[config.mk]
export PLATFORM = sky130hd
export DESIGN_NAME = fx_channel_sequencer
export DESIGN_NICKNAME = d
export VERILOG_FILES = /design/src/rtl/fx_ctrl_pkg.sv /design/src/rtl/fx_watchdog.sv /design/src/rtl/fx_channel_sequencer.sv
export SDC_FILE = /design/constraint.sdc
export NUM_CORES = 1
export LEC_CHECK = 0
export CAP_MARGIN = 20
export CORE_MARGIN = 3
export CORE_UTILIZATION = 45
export CTS_CLUSTER_SIZE = 8
export DETAILED_ROUTE_END_ITERATION = 16
export DONT_BUFFER_PORTS = 1
export PLACE_DENSITY = 0.65
export SLEW_MARGIN = 20
export SYNTH_ARGS = -nofsm -noshare
export SYNTH_HDL_FRONTEND = slang
export SYNTH_SLANG_ARGS = --single-unit
[constraint.sdc]
create_clock -name CLK -period 8.19 [get_ports CLK]
set_input_delay 0.819 -clock CLK [delete_from_list [all_inputs] [get_ports CLK]]
set_output_delay 0.819 -clock CLK [all_outputs]
set_load 0.01 [all_outputs]
[src/rtl/fx_ctrl_pkg.sv]
// Shared types and constants for the effect channel sequencer and its overdrive partner.
package fx_ctrl_pkg;

  localparam int unsigned SAMPLE_W_DEF = 16;

  typedef enum logic [2:0] {
    ST_IDLE    = 3'd0,
    ST_START_L = 3'd1,
    ST_WAIT_L  = 3'd2,
    ST_START_R = 3'd3,
    ST_WAIT_R  = 3'd4,
    ST_OUTPUT  = 3'd5
  } fx_seq_state_t;

  // Overdrive clip rails, signed 16-bit, selected by gain
  localparam logic [15:0] CLIP_HI_G1 = 16'h3fff;
  localparam logic [15:0] CLIP_LO_G1 = 16'hbfff;
  localparam logic [15:0] CLIP_HI_G0 = 16'h0fff;
  localparam logic [15:0] CLIP_LO_G0 = 16'h8fff;

endpackage

[src/rtl/fx_watchdog.sv]
// Cycle counter for the DONE wait: cleared by clr, counts while en, flags the LIMIT-th counted cycle.
module fx_watchdog
  import fx_ctrl_pkg::*;
#(
  parameter int unsigned LIMIT = 8
) (
  input  logic clk,
  input  logic rst,
  input  logic clr,
  input  logic en,
  output logic expired_c
);

  localparam int unsigned CNT_W = $clog2(LIMIT + 1);

  logic [CNT_W-1:0] cnt_q;
  logic [CNT_W-1:0] cnt_d;

  always_comb begin
    cnt_d = cnt_q;
    if (clr) begin
      cnt_d = '0;
    end else if (en) begin
      cnt_d = cnt_q + CNT_W'(1);
    end
  end

  // Fires in the cycle that would bring the count up to LIMIT
  assign expired_c = en && (cnt_q == CNT_W'(LIMIT - 1));

  always_ff @(posedge clk or posedge rst) begin
    if (rst) begin
      cnt_q <= '0;
    end else begin
      cnt_q <= cnt_d;
    end
  end

endmodule

[src/rtl/fx_channel_sequencer.sv]
// Shares one effect unit between left and right: capture a stereo pair, run L then R
// through START/DONE, and present the processed pair with a one-cycle valid pulse.
module fx_channel_sequencer
  import fx_ctrl_pkg::*;
#(
  parameter int unsigned SAMPLE_W       = SAMPLE_W_DEF,
  parameter int unsigned TIMEOUT_CYCLES = 8,
  parameter int unsigned DROP_W         = 8
) (
  input  logic                CLK,
  input  logic                RESET,
  input  logic                sample_valid,
  input  logic [SAMPLE_W-1:0] left_in,
  input  logic [SAMPLE_W-1:0] right_in,
  input  logic                bypass,
  input  logic                gain_sel,
  input  logic                clear_err,
  output logic                fx_start,
  output logic                fx_gain,
  output logic [SAMPLE_W-1:0] fx_input_frame,
  input  logic                fx_done,
  input  logic [SAMPLE_W-1:0] fx_output_frame,
  output logic [SAMPLE_W-1:0] left_out,
  output logic [SAMPLE_W-1:0] right_out,
  output logic                out_valid,
  output logic                busy,
  output logic                timeout_err,
  output logic [DROP_W-1:0]   drop_count
);

  fx_seq_state_t state_q, state_d;

  logic [SAMPLE_W-1:0] left_lat_q, left_lat_d;
  logic [SAMPLE_W-1:0] right_lat_q, right_lat_d;
  logic [SAMPLE_W-1:0] res_l_q, res_l_d;
  logic [SAMPLE_W-1:0] res_r_q, res_r_d;
  logic [SAMPLE_W-1:0] fx_input_frame_q, fx_input_frame_d;
  logic [SAMPLE_W-1:0] left_out_q, left_out_d;
  logic [SAMPLE_W-1:0] right_out_q, right_out_d;
  logic                bypass_lat_q, bypass_lat_d;
  logic                gain_lat_q, gain_lat_d;
  logic                fx_start_q, fx_start_d;
  logic                out_valid_q, out_valid_d;
  logic                busy_q, busy_d;
  logic                timeout_err_q, timeout_err_d;
  logic [DROP_W-1:0]   drop_count_q, drop_count_d;
  logic [DROP_W-1:0]   drop_base_c;

  logic wd_clr_c;
  logic wd_en_c;
  logic wd_exp_c;
  logic timeout_set_c;
  logic drop_ev_c;

  fx_watchdog #(
    .LIMIT (TIMEOUT_CYCLES)
  ) u_watchdog (
    .clk       (CLK),
    .rst       (RESET),
    .clr       (wd_clr_c),
    .en        (wd_en_c),
    .expired_c (wd_exp_c)
  );

  always_comb begin
    state_d          = state_q;
    left_lat_d       = left_lat_q;
    right_lat_d      = right_lat_q;
    res_l_d          = res_l_q;
    res_r_d          = res_r_q;
    bypass_lat_d     = bypass_lat_q;
    gain_lat_d       = gain_lat_q;
    left_out_d       = left_out_q;
    right_out_d      = right_out_q;
    fx_input_frame_d = fx_input_frame_q;
    out_valid_d      = 1'b0;
    wd_clr_c         = 1'b0;
    wd_en_c          = 1'b0;
    timeout_set_c    = 1'b0;
    drop_ev_c        = sample_valid && (state_q != ST_IDLE);

    case (state_q)
      ST_IDLE: begin
        if (sample_valid) begin
          left_lat_d   = left_in;
          right_lat_d  = right_in;
          gain_lat_d   = gain_sel;
          bypass_lat_d = bypass;
          state_d      = bypass ? ST_OUTPUT : ST_START_L;
        end
      end
      ST_START_L: begin
        wd_clr_c = 1'b1;
        state_d  = ST_WAIT_L;
      end
      ST_WAIT_L: begin
        wd_en_c = !fx_done;
        if (fx_done) begin
          res_l_d = fx_output_frame;
          state_d = ST_START_R;
        end else if (wd_exp_c) begin
          res_l_d       = left_lat_q;
          timeout_set_c = 1'b1;
          state_d       = ST_START_R;
        end
      end
      ST_START_R: begin
        wd_clr_c = 1'b1;
        state_d  = ST_WAIT_R;
      end
      ST_WAIT_R: begin
        wd_en_c = !fx_done;
        if (fx_done) begin
          res_r_d = fx_output_frame;
          state_d = ST_OUTPUT;
        end else if (wd_exp_c) begin
          res_r_d       = right_lat_q;
          timeout_set_c = 1'b1;
          state_d       = ST_OUTPUT;
        end
      end
      ST_OUTPUT: begin
        left_out_d  = bypass_lat_q ? left_lat_q : res_l_q;
        right_out_d = bypass_lat_q ? right_lat_q : res_r_q;
        out_valid_d = 1'b1;
        state_d     = ST_IDLE;
      end
      default: begin
        state_d = ST_IDLE;
      end
    endcase

    // Effect-facing outputs follow the state being entered so they are registered
    fx_start_d = (state_d == ST_START_L) || (state_d == ST_START_R);
    busy_d     = (state_d != ST_IDLE);
    case (state_d)
      ST_START_L, ST_WAIT_L: fx_input_frame_d = left_lat_d;
      ST_START_R, ST_WAIT_R: fx_input_frame_d = right_lat_d;
      default:               fx_input_frame_d = fx_input_frame_q;
    endcase

    // Set/increment wins over a simultaneous clear
    timeout_err_d = timeout_set_c || (timeout_err_q && !clear_err);
    drop_base_c   = clear_err ? '0 : drop_count_q;
    drop_count_d  = drop_base_c;
    if (drop_ev_c && (drop_base_c != {DROP_W{1'b1}})) begin
      drop_count_d = drop_base_c + DROP_W'(1);
    end
  end

  always_ff @(posedge CLK or posedge RESET) begin
    if (RESET) begin
      state_q          <= ST_IDLE;
      left_lat_q       <= '0;
      right_lat_q      <= '0;
      res_l_q          <= '0;
      res_r_q          <= '0;
      bypass_lat_q     <= 1'b0;
      gain_lat_q       <= 1'b0;
      left_out_q       <= '0;
      right_out_q      <= '0;
      fx_input_frame_q <= '0;
      fx_start_q       <= 1'b0;
      out_valid_q      <= 1'b0;
      busy_q           <= 1'b0;
      timeout_err_q    <= 1'b0;
      drop_count_q     <= '0;
    end else begin
      state_q          <= state_d;
      left_lat_q       <= left_lat_d;
      right_lat_q      <= right_lat_d;
      res_l_q          <= res_l_d;
      res_r_q          <= res_r_d;
      bypass_lat_q     <= bypass_lat_d;
      gain_lat_q       <= gain_lat_d;
      left_out_q       <= left_out_d;
      right_out_q      <= right_out_d;
      fx_input_frame_q <= fx_input_frame_d;
      fx_start_q       <= fx_start_d;
      out_valid_q      <= out_valid_d;
      busy_q           <= busy_d;
      timeout_err_q    <= timeout_err_d;
      drop_count_q     <= drop_count_d;
    end
  end

  assign fx_start       = fx_start_q;
  assign fx_gain        = gain_lat_q;
  assign fx_input_frame = fx_input_frame_q;
  assign left_out       = left_out_q;
  assign right_out      = right_out_q;
  assign out_valid      = out_valid_q;
  assign busy           = busy_q;
  assign timeout_err    = timeout_err_q;
  assign drop_count     = drop_count_q;

endmodule
==> out/results.ini, run 1 <==
[logic_synthesis]
ys_types = 48
yosysWarningCount = 0
syn_inst = 613
synth_edf_count = 0
synth.top_cells.by_count = dfrtp_1 (133), mux2i_1 (98), nand2_1 (92)
avgSynthCellArea_um2 = 10.5
ys_seq_area_share_pct = 51.5
ys.flop_type = dfrtp_1
synth_nets = 670
async_flop_share_pct = 100
ys_ff_latch = 133
yosys.area.top_type = dfrtp_1
yosys.area.top_type_share_pct = 51.5
synthesis.area_um2 = 6460
synth_area_leaders = dfrtp_1 (51%), mux2i_1 (15%), o21ai_0 (5.4%), nand2_1 (5.3%), mux2_4 (2.6%)
synth_most_common_cell = dfrtp_1

[floorplanning]
die_w_um = 126
fp.coreArea_um2 = 14000
rows = 43
ios = 116
initial_core_util_pct = 46.2
die_area_um2 = 15800
die_h_um = 126

[cts]
root_buffer = clkbuf_16
cts_resized = 0
cts_tree = built
cts_made_buffers = 17
clk_pin_slew_ns = 0.06
htreeDepth = 4
clk_path_buf_depth = 2
ctsHoldBuffers = 0
cts.sinks = 133
cts_setup_buffers = 0
insertion_delay_ns = 0.42

[worst_setup_path]
r2r_slack_ns = 5.48
cp-start-kind = flip-flop
cp.required_ns = 8.45
path_class = flip-flop to flip-flop
crit_path_max_fanout = 33
arrival_ns = 2.97
end_kind = flip-flop

[route]
vias = 4389
routed_wl_um = 15200
wire_per_inst_um = 19.4
dr.first_iter.drc_count = 304
vias_per_cell = 5.61
drc = 0
ant_nets = 0
detail_route.first_pass.iterations = 5

[timing]
finClkSkew_ns = 0.0104
setup_ws_ns = 5.48
hold_viol_final = 0
finalSetupViolations = 0
min_period_ns = 2.71
clock.fmax_mhz = 369
relSlewSlack_pct = 31.2
min_period_over_period_pct = 33.1
whs_ns = 0.296
tns_ns = 0
final_max_slew_viol_count = 0
rsz0062_at_grt = false
tightest_slew_ns = 1.03

[cells_and_area]
post-route-util_pct = 50.7
layout.cells.non_filler = 782
diodes = 0
area_growth_pct = 9.68
nets = 646
postLayoutCellArea_um2 = 7090
layout-drive-gt1-share_pct = 10.3

[placed_design]
place.port_buffers = 0
gp_congestion = 0.820
placed_area_um2 = 6490
dpl.hpwl_um = 10700
dp_cells = 750
pre_cts_ws_ns = 5.08

[grt]
grt_pass1_vias = 4345
overflow = 0
grt_pass1_wl_um = 24400
antenna_found_initial = 1
track_usage_pct = 19.6
grt_max_degree = 82

[outcome]
outcome = finished, final reports clean

[power_and_ir_drop]
fin_total_pwr_mw = 3.10
leakagePower_nw = 3.28
powerDensity_nw_per_um2 = 437
vdd_drop_max_mv = 0.176

[hold_path]
holdCritPathClass = input port to async pin

[job]
cap_viol_max_count = 0

## cells by family after synthesis
kind of cell | after synthesis | share of synthesized area (%)
adders and majority gates | 2 | 0.387
xor gates and xnor gates | 6 | 0.813
muxes | 118 | 19.3
buffers and inverters | 69 | 5.03
and+or+nand+nor | 143 | 9.64
AOI/OAI and AO/OA | 142 | 13.3
DFF | 133 | 51.5
## state kept, by name (all words and copies together), names as in the netlist
name and cells:
drop_count 8, fx_start 1, fx_gain 1, res_l_q 16
res_r_q 16, busy 1, out_valid 1, u_watchdog.cnt_q 4
timeout_err 1, left_lat_q 16, left_out 16, fx_input_frame 16
right_lat_q 16, right_out 16, bypass_lat_q 1, state_q 3
## power by group
group,internal [mW],total [mW],switching [mW]
Combinational,0.466,1.04,0.573
Sequential,0.956,1.33,0.375
Clock,0.455,0.727,0.272
Total,1.88,3.10,1.22
## cell usage in the layout (no fill, tap or decap), types with 3 or more instances in the layout
master / netlist / layout
clkbuf_16: 0 / 17
mux2_2: 9 / 9
o21ai_1: 4 / 3
o221ai_1: 15 / 15
o21ai_0: 70 / 70
mux2_4: 11 / 11
clkbuf_8: 0 / 5
mux2i_1: 98 / 98
xor2_1: 5 / 5
clkinv_2: 0 / 4
clkinvlp_4: 0 / 3
a21oi_1: 23 / 23
nand2_1: 92 / 91
nor2_1: 26 / 26
dfrtp_1: 133 / 132
nor2b_1: 6 / 6
nor3_1: 3 / 3
inv_1: 23 / 22
o211ai_1: 16 / 16
## worst paths after layout
kind,from,end,cells after the start
min reg2reg,res_l_q[0]$_DFFE_PP0P_,res_l_q[0]$_DFFE_PP0P_,2
max,u_watchdog.cnt_q[0]$_DFFE_PP0P_,fx_input_frame[8]$_DFFE_PP0P_,6
min in group CLK,clear_err,drop_count[5]$_DFF_PP0_,1
min,RESET,left_out[13]$_DFFE_PP0P_,1
max in group asynchronous,RESET,bypass_lat_q$_DFFE_PP0P_,2
max reg2reg,u_watchdog.cnt_q[0]$_DFFE_PP0P_,fx_input_frame[8]$_DFFE_PP0P_,6
## cell type report
cell class              instances  area [um2]
fillers                      1266        6900
flip-flops and latches        133        3330
multi-input cells             411        2840
clock buffers                  24         502
well taps                     180         225
inverters                      23        91.3
clock inverters                 8        72.6
repair buffers                  3        26.3
## critical path: stages, from the launching register on
cell      delay (ns)
dfrtp_1         0.41
ha_1            0.22
and3b_1         0.29
o211ai_4        0.65
nand2_2         0.52
mux2i_1         0.30
o221ai_1        0.14
## metal layers
| metal | wire length, um | track usage, % | vias to the layer above |
|---|---|---|---|
| met5 | 13 | 0 | - |
| met4 | 238 | 5.49 | 2 |
| met3 | 1070 | 7.25 | 19 |
| met2 | 7020 | 29.9 | 130 |
| met1 | 6810 | 26.5 | 2139 |
| li1 | - | - | 2099 |
Power figures use the tool's default switching activity.
==> run 2: changes to the inputs <==
==> constraint.sdc (replaced) <==
create_clock -name CLK -period 2.8 [get_ports CLK]
set_input_delay 0.28 -clock CLK [delete_from_list [all_inputs] [get_ports CLK]]
set_output_delay 0.28 -clock CLK [all_outputs]
set_load 0.01 [all_outputs]
==> run 2 against run 1 <==
  * Sequential share of layout area shrank 0.88 points
  * Global-route usage rose by 0.59 points
  * Design area rose by 1.9%
  * Clock power grew to 3.1 times the previous value
  * Highest routed layer unchanged
==> out/results.ini, run 2 (synthesized netlist as in run 1, its figures left out) <==
[placed_design]
gp_congestion = 0.845
dp_cells = 759
place.port_buffers = 0
dpl.hpwl_um = 10800

[floorplanning]
die_h_um = 126
die_w_um = 126
die_area_um2 = 15800
rows = 43
fp.coreArea_um2 = 14000
ios = 116
initial_core_util_pct = 46.2

[worst_setup_path]
cp-startpoint = state_q[2]$_DFF_PP0_
arrival_ns = 2.48
cp.required_ns = 3.07
path_class = flip-flop to flip-flop
r2r_cells = 5
r2r_slack_ns = 0.60
end_kind = flip-flop
crit_path_max_fanout = 34
r2r-start = state_q[2]$_DFF_PP0_
cp-start-kind = flip-flop
r2r_end = fx_input_frame[15]$_DFFE_PP0P_

[route]
vias_per_cell = 5.68
detail_route.first_pass.iterations = 6
dr.first_iter.drc_count = 254
vias = 4506
routed_wl_um = 15400
wire_per_inst_um = 19.4
ant_nets = 0
drc = 0

[timing]
tns_ns = 0
finClkSkew_ns = 0.00774
relSlewSlack_pct = 36.6
hold_viol_final = 0
finalSetupViolations = 0
min_period_ns = 2.20
min_period_over_period_pct = 78.6
final_max_slew_viol_count = 0
clock.fmax_mhz = 454
tightest_slew_ns = 0.951
rsz0062_at_grt = false

[cells_and_area]
final_cell_mix = dfrtp_1 (132), mux2i_1 (98), nand2_1 (91)
area_growth_pct = 11.8
layout-drive-gt1-share_pct = 11.4
seqCellArea_um2 = 3330
final_common_cell = dfrtp_1
nets = 658
diodes = 0
layout.cells.non_filler = 794
multi_input_area_um2 = 2820
nFillCells = 1227

[job]
cap_viol_max_count = 0

[cts]
insertion_delay_ns = 0.42
cts_tree = built
cts_made_buffers = 17
clk_pin_slew_ns = 0.05
cts_resized = 0
htreeDepth = 4
clk_path_buf_depth = 2
cts.sinks = 133
root_buffer = clkbuf_16

[power_and_ir_drop]
leakagePower_nw = 3.36
vdd_drop_max_mv = 0.635
powerDensity_nw_per_um2 = 1280

[grt]
overflow = 0
antenna_found_initial = 1
grt_pass1_vias = 4419
grt_max_degree = 61
grt_pass1_wl_um = 25100
track_usage_pct = 20.2

[hold_path]
holdCritPathClass = input port to flip-flop
holdPathEnd = bypass_lat_q$_DFFE_PP0P_
hold_depth = 1
min_from = bypass

[outcome]
outcome = finished, final reports clean

[run 2: cell count changes in the layout (fill, tap and decap cells not counted), sizes merged]
| cell | before | now |
|---|---|---|
| bufinv | 1 | 3 |
| dlygate4sd3 | 0 | 3 |
| clkbuf | 24 | 23 |
| buf | 3 | 12 |
| inv | 23 | 22 |
[run 2: worst max-delay path: stages (launching register included)]
cell and delay (ns):
dfrtp_1 0.62, nor4b_4 0.42, buf_12 0.27, mux2_2 0.40, o211ai_1 0.20, o221ai_1 0.15
[run 2: area by class of cell]
type	instances	share of cell area [%]
clock buffers	23	6.62
clock inverters	9	1.73
inverters	23	1.25
multi-input cells	411	39.0
flip-flops and latches	133	46.1
well taps	180	3.12
repair buffers	15	2.18
[run 2: repair_timing]
action,in CTS,in global routing
buffers inserted,0,0
hold buffers,3,0
endpoints found under the hold margin,42,0
[run 2: worst max path at each step]
| stage | to | slack [ns] | cells past startpoint |
|---|---|---|---|
| finish | fx_input_frame[15]$_DFFE_PP0P_ | 0.60 | 5 |
| global route | fx_input_frame[3]$_DFFE_PP0P_ | 0.40 | 6 |
| global placement | fx_input_frame[3]$_DFFE_PP0P_ | 0.70 | 6 |
| CTS | fx_input_frame[15]$_DFFE_PP0P_ | 0.58 | 5 |
| detailed placement | fx_input_frame[3]$_DFFE_PP0P_ | 0.63 | 6 |
| floorplan | busy$_DFF_PP0_ | 0.87 | 1 |
[run 2: routing by layer]
layer	global-route usage [%]	part of all wire (%)
met1	27.5	44
met2	28.8	45
met3	8.27	8.2
met4	7.89	2.2
met5	0	0.084
[run 2: power breakdown]
part	switching [mW]	internal [mW]
clock	0.801	1.46
sequential	1.09	2.79
combinational	1.68	1.41
[run 2: per-stage QoR]
stage	utilization [%]	setup slack [ns]	instance area (um2)	total power, mW	hold WS (ns)
3_3_place_gp	47.1	0.697	6590	6.82	0.348
4_1_cts	51.6	0.580	7220	9.31	0.00464
3_5_place_dp	47.1	0.628	6590	7.00	0.353
2_1_floorplan	-	0.869	6470	6.21	0.432
5_1_grt	51.6	0.402	7220	9.94	0.00981
6_report	51.6	0.600	7220	9.24	0.0237
==> run 3: changes to the inputs <==
==> constraint.sdc (replaced) <==
create_clock -name CLK -period 2.3 [get_ports CLK]
set_input_delay 0.23 -clock CLK [delete_from_list [all_inputs] [get_ports CLK]]
set_output_delay 0.23 -clock CLK [all_outputs]
set_load 0.01 [all_outputs]
==> run 3 against run 2 <==
  * First-iteration DRC count up 63%
  * Global-route usage up 0.41 points
  * Largest power group unchanged
  * Routed wire length up 2.8%
  * Non-clock buffer count up 34
  * Register-to-register slack worse by 0.33 ns
==> out/results.ini, run 3 (synthesized netlist as in run 1, its figures left out) <==
[outcome]
outcome = finished, final reports clean

[power_and_ir_drop]
leakagePower_nw = 3.54
vdd_drop_max_mv = 0.853
powerDensity_nw_per_um2 = 1520

[floorplanning]
die_h_um = 126
initial_core_util_pct = 46.2
ios = 116
rows = 43
fp.coreArea_um2 = 14000
die_w_um = 126
die_area_um2 = 15800

[timing]
min_period_ns = 2.03
hold_viol_final = 0
whs_ns = 0.00456
final_max_slew_viol_count = 0
relSlewSlack_pct = 51.7
tightest_slew_ns = 0.725
min_period_over_period_pct = 88.3
tns_ns = 0
clock.fmax_mhz = 492
finClkSkew_ns = 0.00880
finalSetupViolations = 0
rsz0062_at_grt = false

[route]
ant_nets = 0
vias_per_cell = 5.65
routed_wl_um = 15800
dr.first_iter.drc_count = 413
wire_per_inst_um = 19.1
vias = 4682
detail_route.first_pass.iterations = 5
drc = 0

[worst_setup_path]
crit_family = simple AND/OR/NAND/NOR gates
path_buf_inv = 0
r2r_end = fx_input_frame[6]$_DFFE_PP0P_
arrival_ns = 2.32
path_class = flip-flop to flip-flop
r2r-start = u_watchdog.cnt_q[0]$_DFFE_PP0P_
r2r_cells = 6
crit_path_max_fanout = 15
cp-start-kind = flip-flop
end_kind = flip-flop
slowest_stage = nand2_2
slowest_delay_ns = 0.43
cp.required_ns = 2.59
r2r_slack_ns = 0.27
path_cells = ha_1, and3b_1, o211ai_2, nand2_2, mux2i_1, o221ai_1

[grt]
overflow = 0
grt_pass1_wl_um = 25900
grt_max_degree = 134
track_usage_pct = 20.6
grt_pass1_vias = 4614
antenna_found_initial = 1

[hold_path]
hold_depth = 2
min_from = fx_output_frame[10]
holdCritPathClass = input port to flip-flop
holdPathEnd = res_r_q[10]$_DFFE_PP0P_

[cts]
clk_path_buf_depth = 2
cts_made_buffers = 17
root_buffer = clkbuf_16
cts.sinks = 133
cts_setup_buffers = 0
clk_pin_slew_ns = 0.06
insertion_delay_ns = 0.42
htreeDepth = 4
cts_tree = built

[cells_and_area]
nets = 692
post-route-util_pct = 54.5
final_common_cell = dfrtp_1
final_cell_mix = dfrtp_1 (132), mux2i_1 (98), nand2_1 (91)
area_growth_pct = 17.9
layout-drive-gt1-share_pct = 11.3

[job]
cap_viol_max_count = 0

[placed_design]
dpl.hpwl_um = 10600
place.port_buffers = 0
gp_congestion = 0.793

## run 3: changes by cell type in the layout (fill, tap and decap cells not counted)
cell           before  now
buf_12              3    5
bufinv_16           3    4
clkbuf_1            3    2
clkbuf_8            3    4
clkinvlp_4          3    2
diode_2             0    1
dlygate4sd3_1       3   35
## run 3: how the worst max path moves through the flow
stage / start / endpoint / slack (ns) / cells past startpoint
3_3_place_gp: state_q[0]$_DFF_PP0_ / fx_input_frame[15]$_DFFE_PP0P_ / 0.37 / 6
6_report: u_watchdog.cnt_q[0]$_DFFE_PP0P_ / fx_input_frame[6]$_DFFE_PP0P_ / 0.27 / 6
3_5_place_dp: u_watchdog.cnt_q[0]$_DFFE_PP0P_ / fx_input_frame[6]$_DFFE_PP0P_ / 0.26 / 6
4_1_cts: u_watchdog.cnt_q[0]$_DFFE_PP0P_ / fx_input_frame[6]$_DFFE_PP0P_ / 0.25 / 6
5_1_grt: u_watchdog.cnt_q[0]$_DFFE_PP0P_ / fx_input_frame[3]$_DFFE_PP0P_ / 0.08 / 6
2_1_floorplan: state_q[1]$_DFF_PP0_ / fx_input_frame[11]$_DFFE_PP0P_ / 0.41 / 6
## run 3: power breakdown
group | total [mW] | switching (mW) | internal, mW
logic | 4.13 | 2.28 | 1.84
registers | 4.55 | 1.15 | 3.41
clock network | 2.90 | 0.984 | 1.92
## run 3: what timing repair did
action	4_1_cts	5_1_grt
hold buffers	35	0
endpoints found under the hold margin	172	0
setup endpoints to repair	0	0
resized for setup	0	0
## run 3: through the flow
step                cell area, um2  cells  setup slack (ns)  total power, mW
detailed placement            6630    761             0.256             8.62
global placement              6630    761             0.371             8.39
global route                  7620    829            0.0813             12.4
finish                        7620    829             0.268             11.6
floorplan                     6470    613             0.408             7.55
CTS                           7620    828             0.252             11.6
## run 3: cell type report
type,instances,area [um2]
Antenna cell,1,2.50
Clock buffer,23,488
Clock inverter,9,148
Fill cell,1174,6370
Inverter,23,90.1
Multi-Input combinational cell,411,2820
Sequential cell,133,3330
Tap cell,180,225
Timing Repair Buffer,49,518
## run 3: worst reg2reg max path: stages, from the launching register on
cell	delay (ns)
dfrtp_1	0.41
ha_1	0.19
and3b_1	0.33
o211ai_2	0.13
nand2_2	0.43
mux2i_1	0.27
o221ai_1	0.15
## run 3: layer usage
metal  routed length (um)  vias to the layer above  track usage [%]  share of wire [%]
met2                 7120                      128             29.4                 45
li1                     -                     2199                -                  -
met3                 1300                       20             8.31                8.2
met1                 7180                     2335             28.6                 45
met5                    0                        -                0                  0
met4                  242                        0             6.94                1.5
